### config.mk
export PLATFORM = sky130hd
export DESIGN_NAME = vram_arbiter
export DESIGN_NICKNAME = d
export VERILOG_FILES = /design/src/rtl/vram_pkg.sv /design/src/rtl/vram_arbiter.sv
export SDC_FILE = /design/constraint.sdc
export NUM_CORES = 1
export LEC_CHECK = 0
export CORE_MARGIN = 2
export CORE_UTILIZATION = 42
export CTS_CLUSTER_SIZE = 14
export DETAILED_ROUTE_END_ITERATION = 6
export PLACE_DENSITY_LB_ADDON = 0.1
export SYNTH_ARGS = -nofsm -noshare
export SYNTH_HDL_FRONTEND = slang
export SYNTH_SLANG_ARGS = --single-unit
### constraint.sdc
create_clock -name clk -period 5.1 [get_ports clk]
set_clock_uncertainty 0.2 [all_clocks]
set_input_delay 0.51 -clock clk [delete_from_list [all_inputs] [get_ports clk]]
set_output_delay 0.51 -clock clk [all_outputs]
set_load 0.05 [all_outputs]
### src/rtl/vram_pkg.sv
// Shared definitions for the text VRAM arbiter.
// Holds the VRAM geometry and the tag type used to track which requester
// owns the BRAM read that is currently in flight.
package vram_pkg;

  localparam int ADDR_W     = 12;   // word address width, matches colour mapper word_addr
  localparam int DATA_W     = 32;   // VRAM word, 4 glyph bytes
  localparam int VRAM_DEPTH = 600;  // 80x30 characters / 4 per word

  typedef enum logic [1:0] {
    TAG_NONE,
    TAG_DISP,
    TAG_CPU_RD,
    TAG_CPU_WR
  } tag_t;

endpackage

### src/rtl/vram_arbiter.sv
// Single-port text VRAM arbiter.
// Shares one BRAM port between the display fetch path (priority) and the
// CPU/AXI access path (forced through after MAX_WAIT consecutive losses).
// Every request sees a fixed two-cycle latency and one op may issue per cycle.
//
// Ports
//   clk, reset                 system clock, synchronous active-high reset
//   disp_req/disp_addr         display read request pulse and word address
//   disp_valid/disp_rdata      display read response (one-cycle pulse)
//   cpu_req/cpu_we/cpu_be      CPU level request, write flag, byte enables
//   cpu_addr/cpu_wdata         CPU word address and write data
//   cpu_ack/cpu_rdata          CPU completion pulse and read data
//   disp_overrun               sticky flag: a display request was dropped
//   bram_en/we/addr/wdata      BRAM port, driven combinationally for the grant
//   bram_rdata                 BRAM read data, one cycle after an enabled read
//
// Response tag pipeline
//   tag        | meaning
//   TAG_NONE   | nothing issued last cycle
//   TAG_DISP   | display read issued last cycle
//   TAG_CPU_RD | CPU read issued last cycle
//   TAG_CPU_WR | CPU write issued last cycle
module vram_arbiter
  import vram_pkg::*;
#(
  parameter int MAX_WAIT = 7
) (
  input  logic              clk,
  input  logic              reset,
  input  logic              disp_req,
  input  logic [ADDR_W-1:0] disp_addr,
  output logic              disp_valid,
  output logic [DATA_W-1:0] disp_rdata,
  input  logic              cpu_req,
  input  logic              cpu_we,
  input  logic [3:0]        cpu_be,
  input  logic [ADDR_W-1:0] cpu_addr,
  input  logic [DATA_W-1:0] cpu_wdata,
  output logic              cpu_ack,
  output logic [DATA_W-1:0] cpu_rdata,
  output logic              disp_overrun,
  output logic              bram_en,
  output logic [3:0]        bram_we,
  output logic [ADDR_W-1:0] bram_addr,
  output logic [DATA_W-1:0] bram_wdata,
  input  logic [DATA_W-1:0] bram_rdata
);

  localparam int WAIT_W = $clog2(MAX_WAIT + 1);
  localparam logic [WAIT_W-1:0] WAIT_MAX  = WAIT_W'(MAX_WAIT);
  localparam logic [ADDR_W-1:0] DEPTH_LIM = ADDR_W'(VRAM_DEPTH);

  logic              hold_full;
  logic [ADDR_W-1:0] hold_addr;
  logic              cpu_busy;
  logic [WAIT_W-1:0] wait_cnt;
  tag_t              tag_q;
  logic              tag_ok_q;

  logic              disp_cand;
  logic              cpu_cand;
  logic              grant_cpu;
  logic              grant_disp;
  logic [ADDR_W-1:0] issue_addr;
  logic              addr_ok;
  tag_t              issue_tag;

  always_comb begin
    disp_cand  = hold_full | disp_req;
    cpu_cand   = cpu_req & ~cpu_busy;
    grant_cpu  = 1'b0;
    grant_disp = 1'b0;
    // Nothing issues while reset is held so the BRAM port reads all zero.
    if (!reset) begin
      grant_cpu  = cpu_cand & (~disp_cand | (wait_cnt == WAIT_MAX));
      grant_disp = disp_cand & ~grant_cpu;
    end

    // The hold entry is older than a same-cycle disp_req, so it goes first.
    issue_addr = grant_cpu ? cpu_addr : (hold_full ? hold_addr : disp_addr);
    addr_ok    = issue_addr < DEPTH_LIM;

    bram_en    = (grant_cpu | grant_disp) & addr_ok;
    bram_we    = (grant_cpu & cpu_we & addr_ok) ? cpu_be : 4'b0000;
    bram_addr  = bram_en ? issue_addr : '0;
    bram_wdata = (grant_cpu & cpu_we & addr_ok) ? cpu_wdata : '0;

    issue_tag = TAG_NONE;
    if (grant_disp)     issue_tag = TAG_DISP;
    else if (grant_cpu) issue_tag = cpu_we ? TAG_CPU_WR : TAG_CPU_RD;
  end

  always_ff @(posedge clk) begin
    if (reset) begin
      hold_full    <= 1'b0;
      hold_addr    <= '0;
      cpu_busy     <= 1'b0;
      wait_cnt     <= '0;
      tag_q        <= TAG_NONE;
      tag_ok_q     <= 1'b0;
      disp_valid   <= 1'b0;
      disp_rdata   <= '0;
      cpu_ack      <= 1'b0;
      cpu_rdata    <= '0;
      disp_overrun <= 1'b0;
    end else begin
      tag_q    <= issue_tag;
      tag_ok_q <= addr_ok;

      // Out-of-range ops never enabled the BRAM, so they return zero.
      disp_valid <= (tag_q == TAG_DISP);
      cpu_ack    <= (tag_q == TAG_CPU_RD) || (tag_q == TAG_CPU_WR);
      if (tag_q == TAG_DISP)   disp_rdata <= tag_ok_q ? bram_rdata : '0;
      if (tag_q == TAG_CPU_RD) cpu_rdata  <= tag_ok_q ? bram_rdata : '0;

      if (grant_cpu)    cpu_busy <= 1'b1;
      else if (cpu_ack) cpu_busy <= 1'b0;

      if (grant_cpu || !cpu_req)
        wait_cnt <= '0;
      else if (cpu_cand && wait_cnt != WAIT_MAX)
        wait_cnt <= wait_cnt + 1'b1;

      if (hold_full && grant_disp) begin
        // Hold entry leaves; a same-cycle request refills it.
        hold_full <= disp_req;
        if (disp_req) hold_addr <= disp_addr;
      end else if (disp_req && !grant_disp) begin
        if (hold_full) begin
          disp_overrun <= 1'b1;
        end else begin
          hold_full <= 1'b1;
          hold_addr <= disp_addr;
        end
      end
    end
  end

endmodule

==> results by group, run 1 <==
Global routing
  • GRT Overall Usage: 23.8%
  • Global route total overflow: 0
  • First-pass GRT wire length: 19.1 mm
  • Number of global-route vias before repair: 4043
  • Largest net degree at the start of global routing: 88
  • Initial antenna violation count: 0

STA
  • Tmin final: 4.28 ns
  • WHS: between 0.2 and 0.3 ns
  • Setup TNS: 0 ns
  • Tcrit/Tclk final: 84.0%
  • RSZ-0062 raised after global routing: no
  • Final Hold Viols: 0
  • Max-slew violations: 0
  • F_max: 0.233 GHz
  • Tightest Pin Transition: 1.14 ns
  • Worst relative slew slack: 24.0%
  • Final setup vio count: 0

Floorplan
  • Std cell rows: 35
  • Die width: 100 um
  • Starting Density: 42.8%
  • Die ar.: 0.0101 mm^2
  • IO Count: between 200 and 250
  • Core area: 0.00911 mm^2
  • Die H: 100 um

Clock tree
  • CTS max path bufs: 2
  • Worst skew pair latency: 0.34 ns
  • Post-CTS setup buffer count: 0
  • Post-CTS sizing: 0
  • CTS H-tree depth: 3
  • Clock Sink Count: 87
  • Clock Pin Slew Worst Setup and Hold Paths: 0.09 ns
  • TritonCTS clock tree: done
  • Root buf cell: clkbuf_8
  • Hold_buf cts: 0
  • CTS Buf Count: 9

Hold path
  • Min-delay worst type: flip-flop to flip-flop

Detailed routing
  • Met3 wire len: approximately 800 um
  • DRT Pass-1 Iters: 7
  • DRC errors left: 0
  • DR WL met2: between 6 and 7 mm
  • Routed vias/inst: between 5 and 6
  • Via Count: 4098
  • Top layer in use: met4
  • Drt first-iter violations: 146
  • Met1 wire length: about 5 mm
  • WL per Instance: about 16 um
  • Final wirelength: 12.2 mm
  • Post-route ant nets: 0

Power and ir drop
  • Overall Power: 1350 uW
  • Power Density: approximately 220 mW/mm^2
  • Static Leak: 0.00227 uW
  • Maximum vdd drop: 0.000137 V

Place
  • Placed Cells: 765
  • Dpl hpwl: 8.88 mm
  • IO Port Bufs: 210
  • Final Wtd Congestion: 0.903

Final layout
  • Area Overhead vs Synth: 57.6%
  • Seq. cell area: 0.00174 mm^2
  • Fill cells: roughly 760
  • Ant. Diodes: 0
  • Nets: 764
  • Multi-input gate area: 0.00192 mm^2
  • Finished Layout Cells: 781
  • Layout cells sized above 1: around 6.0%

Setup path
  • CP Class: flip-flop to output port
  • WP data arrival: 3.57 ns
  • Req. time, crit path: 4.39 ns
  • CP Max Fanout: 37
  • Startpoint types: flip-flop
  • Setup crit end kind: output port

Logic synthesis
  • Cell area after synthesis: 0.00390 mm^2
  • EDFF count, synth: 0
  • Synth cell count leaders: dfxtp_1, nand2_1, a21oi_1
  • Ys Warns: 0
  • Top_reg_cell synth: dfxtp_1
  • Synth cell types: 38
  • Top cell type by total area after synthesis: dfxtp_1
  • Cells after Synth: 482
  • Synth Register Bits: 87
  • Sequential share of the synthesized area: between 40 and 50%
  • Synth area leaders: dfxtp_1, a21oi_1, nand3_1
  • Post-synthesis async set-or-reset flop share: 0%
  • Syn_area_per_cell: 8.09 um^2
  • Most frequent cell after synthesis: dfxtp_1
  • Yosys top cell area share: between 40% and 50%

Outcome
  • Status: completed

Flow run
  • Max-cap violations: 0
flip-flops by register name, summed over array words and instances (netlist names):
register      count
disp_overrun      1
cpu_ack           1
hold_full         1
wait_cnt          3
tag_q             2
cpu_rdata        32
tag_ok_q          1
disp_rdata       32
hold_addr        12
disp_valid        1
cpu_busy          1
critical path, cell delays in order, from the launching register on:
cell and delay, ns:
dfxtp_1 0.59, o21ba_4 0.35, nor3_4 0.37, and2_1 0.82
and3_1 0.28, clkdlybuf4s50_1 0.80
per-stage QoR:
step	cell area (um^2)	worst slack [ns]	util (%)
3_5_place_dp	5960	0.878	65.5
3_3_place_gp	5960	0.992	65.5
5_1_grt	6140	0.526	67.5
4_1_cts	6140	0.806	67.5
6_report	6140	0.816	67.5
2_1_floorplan	3900	1.80	-
cells in the final DEF (no fill, tap or decap), types with 3 or more instances in the layout:
cell	n
a21oi_1	71
a22oi_1	7
a31oi_1	3
and3_1	36
buf_4	8
clkbuf_8	10
clkdlybuf4s50_1	209
dfxtp_1	86
mux2_2	7
mux2i_1	15
nand2_1	72
nand2b_1	4
nand3_1	65
nor2_1	30
nor3_1	4
o21ai_0	6
metal layers:
layer | vias to the layer above | GRT usage (%)
li1 | 2027 | -
met1 | 1894 | 26.7
met2 | 158 | 43.3
met3 | 19 | 6.06
met4 | 0 | 9.06
met5 | - | 0
area by class of cell:
class / count / area share (%)
Clock inverter: 5 / 0.672
Clock buffer: 11 / 2.30
Inverter: 1 / 0.0611
Timing Repair Buffer: 218 / 35.1
Multi-Input combinational cell: 348 / 31.2
Tap cell: 111 / 2.26
Sequential cell: 87 / 28.4
worst paths after layout:
| kind | startpoint | end | slack (ns) | cells after the start |
|---|---|---|---|---|
| worst max-delay path | hold_full | bram_wdata[8] | 0.82 | 5 |
| worst min-delay path | cpu_rdata[4] | cpu_rdata[4] | 0.26 | 2 |
| worst max register to register | hold_full | tag_q[0] | 2.50 | 4 |
| worst min register to register | cpu_rdata[4] | cpu_rdata[4] | 0.26 | 2 |
cell families (layout without fill, tap and decap cells):
| family | after synthesis | in the layout | share of synthesized area [%] |
|---|---|---|---|
| buf+inv | 48 | 235 | 6.35 |
| xor+xnor | 1 | 1 | 0.225 |
| compound gates | 96 | 96 | 14.1 |
| simple gates | 225 | 225 | 28.1 |
| mux | 22 | 22 | 5.87 |
| other cells | 1 | 2 | 0.0962 |
| flops | 87 | 87 | 44.7 |
| fa+ha+maj | 2 | 2 | 0.642 |
power breakdown:
group          leakage [uW]  switching, uW  internal (uW)
registers          0.000704           12.4            689
clock network     0.0000861            251            194
logic               0.00148            104            102
(Power assumes the default switching activity.)
==> run 2: changes to the inputs <==
- CORE_UTILIZATION: 42 -> 35
- clock period: 5.1 -> 3.6 ns (I/O delays scaled with it)
==> run 2 against run 1 <==
Net effect:
- via count rose by 1.2%
- die area grew 19%
- combinational power up 47%
- clock power rose by 81%
- flip-flop and latch count stayed put
- final cell count up 4.1%
- largest power group unchanged
==> results by group, run 2 (synthesis gave the netlist of run 1 again) <==
Setup path
  • Worst R2R Start: wait_cnt[0] (was hold_full)
  • CP Max Fanout: 16 (was 37)
  • Startpoint types: flip-flop (unchanged)
  • CP startpoint: hold_full (unchanged)
  • R2r worst-path depth: 7 (was 4)
  • Worst flop-to-flop path endpoint: hold_addr[5] (was tag_q[0])
  • Reg-to-reg slack, setup: 1.18 ns (was 2.50 ns)
  • CP Class: flip-flop to output port (unchanged)
  • Critical path endpoint: bram_addr[6] (was bram_wdata[8])
  • Req. time, crit path: 3.04 ns (was 4.39 ns)
  • WP data arrival: 2.75 ns (was 3.57 ns)
  • Setup crit end kind: output port (unchanged)

Clock tree
  • TritonCTS clock tree: done (unchanged)
  • CTS Buf Count: 9 (unchanged)
  • Post-CTS setup buffer count: 0 (unchanged)
  • CTS max path bufs: 2 (unchanged)
  • Post-CTS sizing: 0 (unchanged)
  • Clock Sink Count: 87 (unchanged)
  • Clock Pin Slew Worst Setup and Hold Paths: 0.08 ns (was 0.09 ns)
  • Worst skew pair latency: 0.35 ns (was 0.34 ns)
  • Root buf cell: clkbuf_8 (unchanged)
  • CTS H-tree depth: 3 (unchanged)
  • Hold_buf cts: 0 (unchanged)

Floorplan
  • Core area: 0.0108 mm^2 (was 0.00911 mm^2)
  • IO Count: 213 (unchanged)
  • Die width: 110 um (was 100 um)
  • Die H: 110 um (was 100 um)
  • Std cell rows: 38 (was 35)
  • Starting Density: 36.0% (was 42.8%)
  • Die ar.: 0.0120 mm^2 (was 0.0101 mm^2)

STA
  • Final setup vio count: 0 (unchanged)
  • Final Hold Viols: 0 (unchanged)
  • Tmin final: 3.31 ns
  • WHS: 0.238 ns (was 0.256 ns)
  • Tcrit/Tclk final: 92.0%
  • Setup TNS: 0 ns (unchanged)
  • RSZ-0062 raised after global routing: no (unchanged)
  • Worst relative slew slack: 24.9% (was 24.0%)
  • Max-slew violations: 0 (unchanged)
  • Tightest Pin Transition: 1.13 ns (was 1.14 ns)
  • F_max: approximately 0.30 GHz

Final layout
  • Commonest non-fill, non-tap cell in the layout: clkdlybuf4s50_1 (unchanged)
  • Util after Layout: 62.1% (was 67.5%)
  • Ant. Diodes: 0 (unchanged)
  • Area Overhead vs Synth: 72.5% (was 57.6%)
  • Nets: 767 (was 764)
  • Largest registers: cpu_rdata (32), disp_rdata (32), hold_addr (12) (unchanged)
  • Commonest non-fill, non-tap cells in the layout: clkdlybuf4s50_1, dfxtp_1, nand2_1 (unchanged)
  • Fill cells: 966 (was 761)
  • Layout cells sized above 1: 13.2% (was 5.97%)

Global routing
  • Largest net degree at the start of global routing: 65 (was 88)
  • Number of global-route vias before repair: 4142 (was 4043)
  • Global route total overflow: 0 (unchanged)
  • Initial antenna violation count: 0 (unchanged)
  • GRT Overall Usage: 20.7% (was 23.8%)
  • First-pass GRT wire length: 19.4 mm (was 19.1 mm)

Detailed routing
  • Post-route ant nets: 0 (unchanged)
  • DRC errors left: 0 (unchanged)
  • Routed vias/inst: 5.10 (was 5.25)
  • Drt first-iter violations: 276 (was 146)
  • Final wirelength: 12.3 mm (was 12.2 mm)
  • Via Count: 4147 (was 4098)
  • DRT Pass-1 Iters: 4 (was 7)
  • WL per Instance: 15.1 um (was 15.7 um)

Power and ir drop
  • Static Leak: 0.00253 uW (was 0.00227 uW)
  • Power Density: 312 mW/mm^2 (was 220 mW/mm^2)
  • Maximum vdd drop: 0.000180 V (was 0.000137 V)
  • Overall Power: 2100 uW (was 1350 uW)

Flow run
  • Max-cap violations: 0 (unchanged)

Place
  • Final Wtd Congestion: 0.784 (was 0.903)
  • IO Port Bufs: 210 (unchanged)
  • Dpl hpwl: 9.00 mm (was 8.88 mm)

Outcome
  • Status: completed (unchanged)

Hold path
  • Min-delay worst type: input port to flip-flop (was flip-flop to flip-flop)
-- run 2: cell types whose count changed in the layout (fill, tap and decap cells not counted) --
cell,previous run,this run
buf_12,0,47
clkdlybuf4s50_1,209,162
buf_4,8,11
bufinv_16,0,3
clkbuf_1,1,2
clkbuf_8,10,9
clkinv_4,2,1
clkinvlp_4,2,1
inv_6,1,0
-- run 2: worst min-delay path by stage --
stage                              start        endpoint  cells after the start
after detailed placement  disp_rdata[11]  disp_rdata[11]                      2
after floorplan              wait_cnt[1]     wait_cnt[1]                      2
after global routing               reset        tag_q[1]                      3
after CTS                          reset        tag_q[1]                      3
after global placement     cpu_rdata[24]   cpu_rdata[24]                      2
final                              reset        tag_q[1]                      3
-- run 2: worst max-delay path, stage by stage (launching register included) --
cell,delay (ns)
dfxtp_1,0.70
buf_4,0.28
nand2b_1,0.14
o221ai_1,0.13
mux2i_1,0.25
o311ai_1,0.15
buf_4,0.19
nor3_1,0.36
buf_12,0.19
-- run 2: layer usage --
layer	routed length (um)	GRT usage [%]	vias to the layer above
li1	-	-	2037
met1	4920	23.7	1924
met4	187	7.96	0
met3	1190	6.64	16
met2	5980	35.8	170
met5	0	0	-
-- run 2: area by class of cell --
type                            count  area, um^2  share of cell area (%)
Timing Repair Buffer              221        2650                    39.4
Clock inverter                      5         106                    1.58
Inverter                            1        3.75                  0.0558
Tap cell                          140         175                    2.60
Clock buffer                       11         131                    1.95
Sequential cell                    87        1740                    25.9
Multi-Input combinational cell    348        1920                    28.5
-- run 2: report_power, final --
part,switching [uW],internal [uW]
clock,341,463
combinational,149,153
sequential,17.3,976
total,508,1590
-- run 2: stage by stage --
| step | worst slack (ns) | cells | cell area [um^2] |
|---|---|---|---|
| floorplan | 0.451 | 483 | 3900 |
| global placement | 0.570 | 797 | 6490 |
| detailed placement | 0.521 | 797 | 6490 |
| CTS | 0.231 | 813 | 6730 |
| global route | 0.0742 | 813 | 6730 |
| finish | 0.289 | 813 | 6730 |
==> run 3: changes to the inputs <==
- TNS_END_PERCENT: unset -> 1
==> results of run 3 <==
Final layout, timing and power as in run 2 (identical DEF).
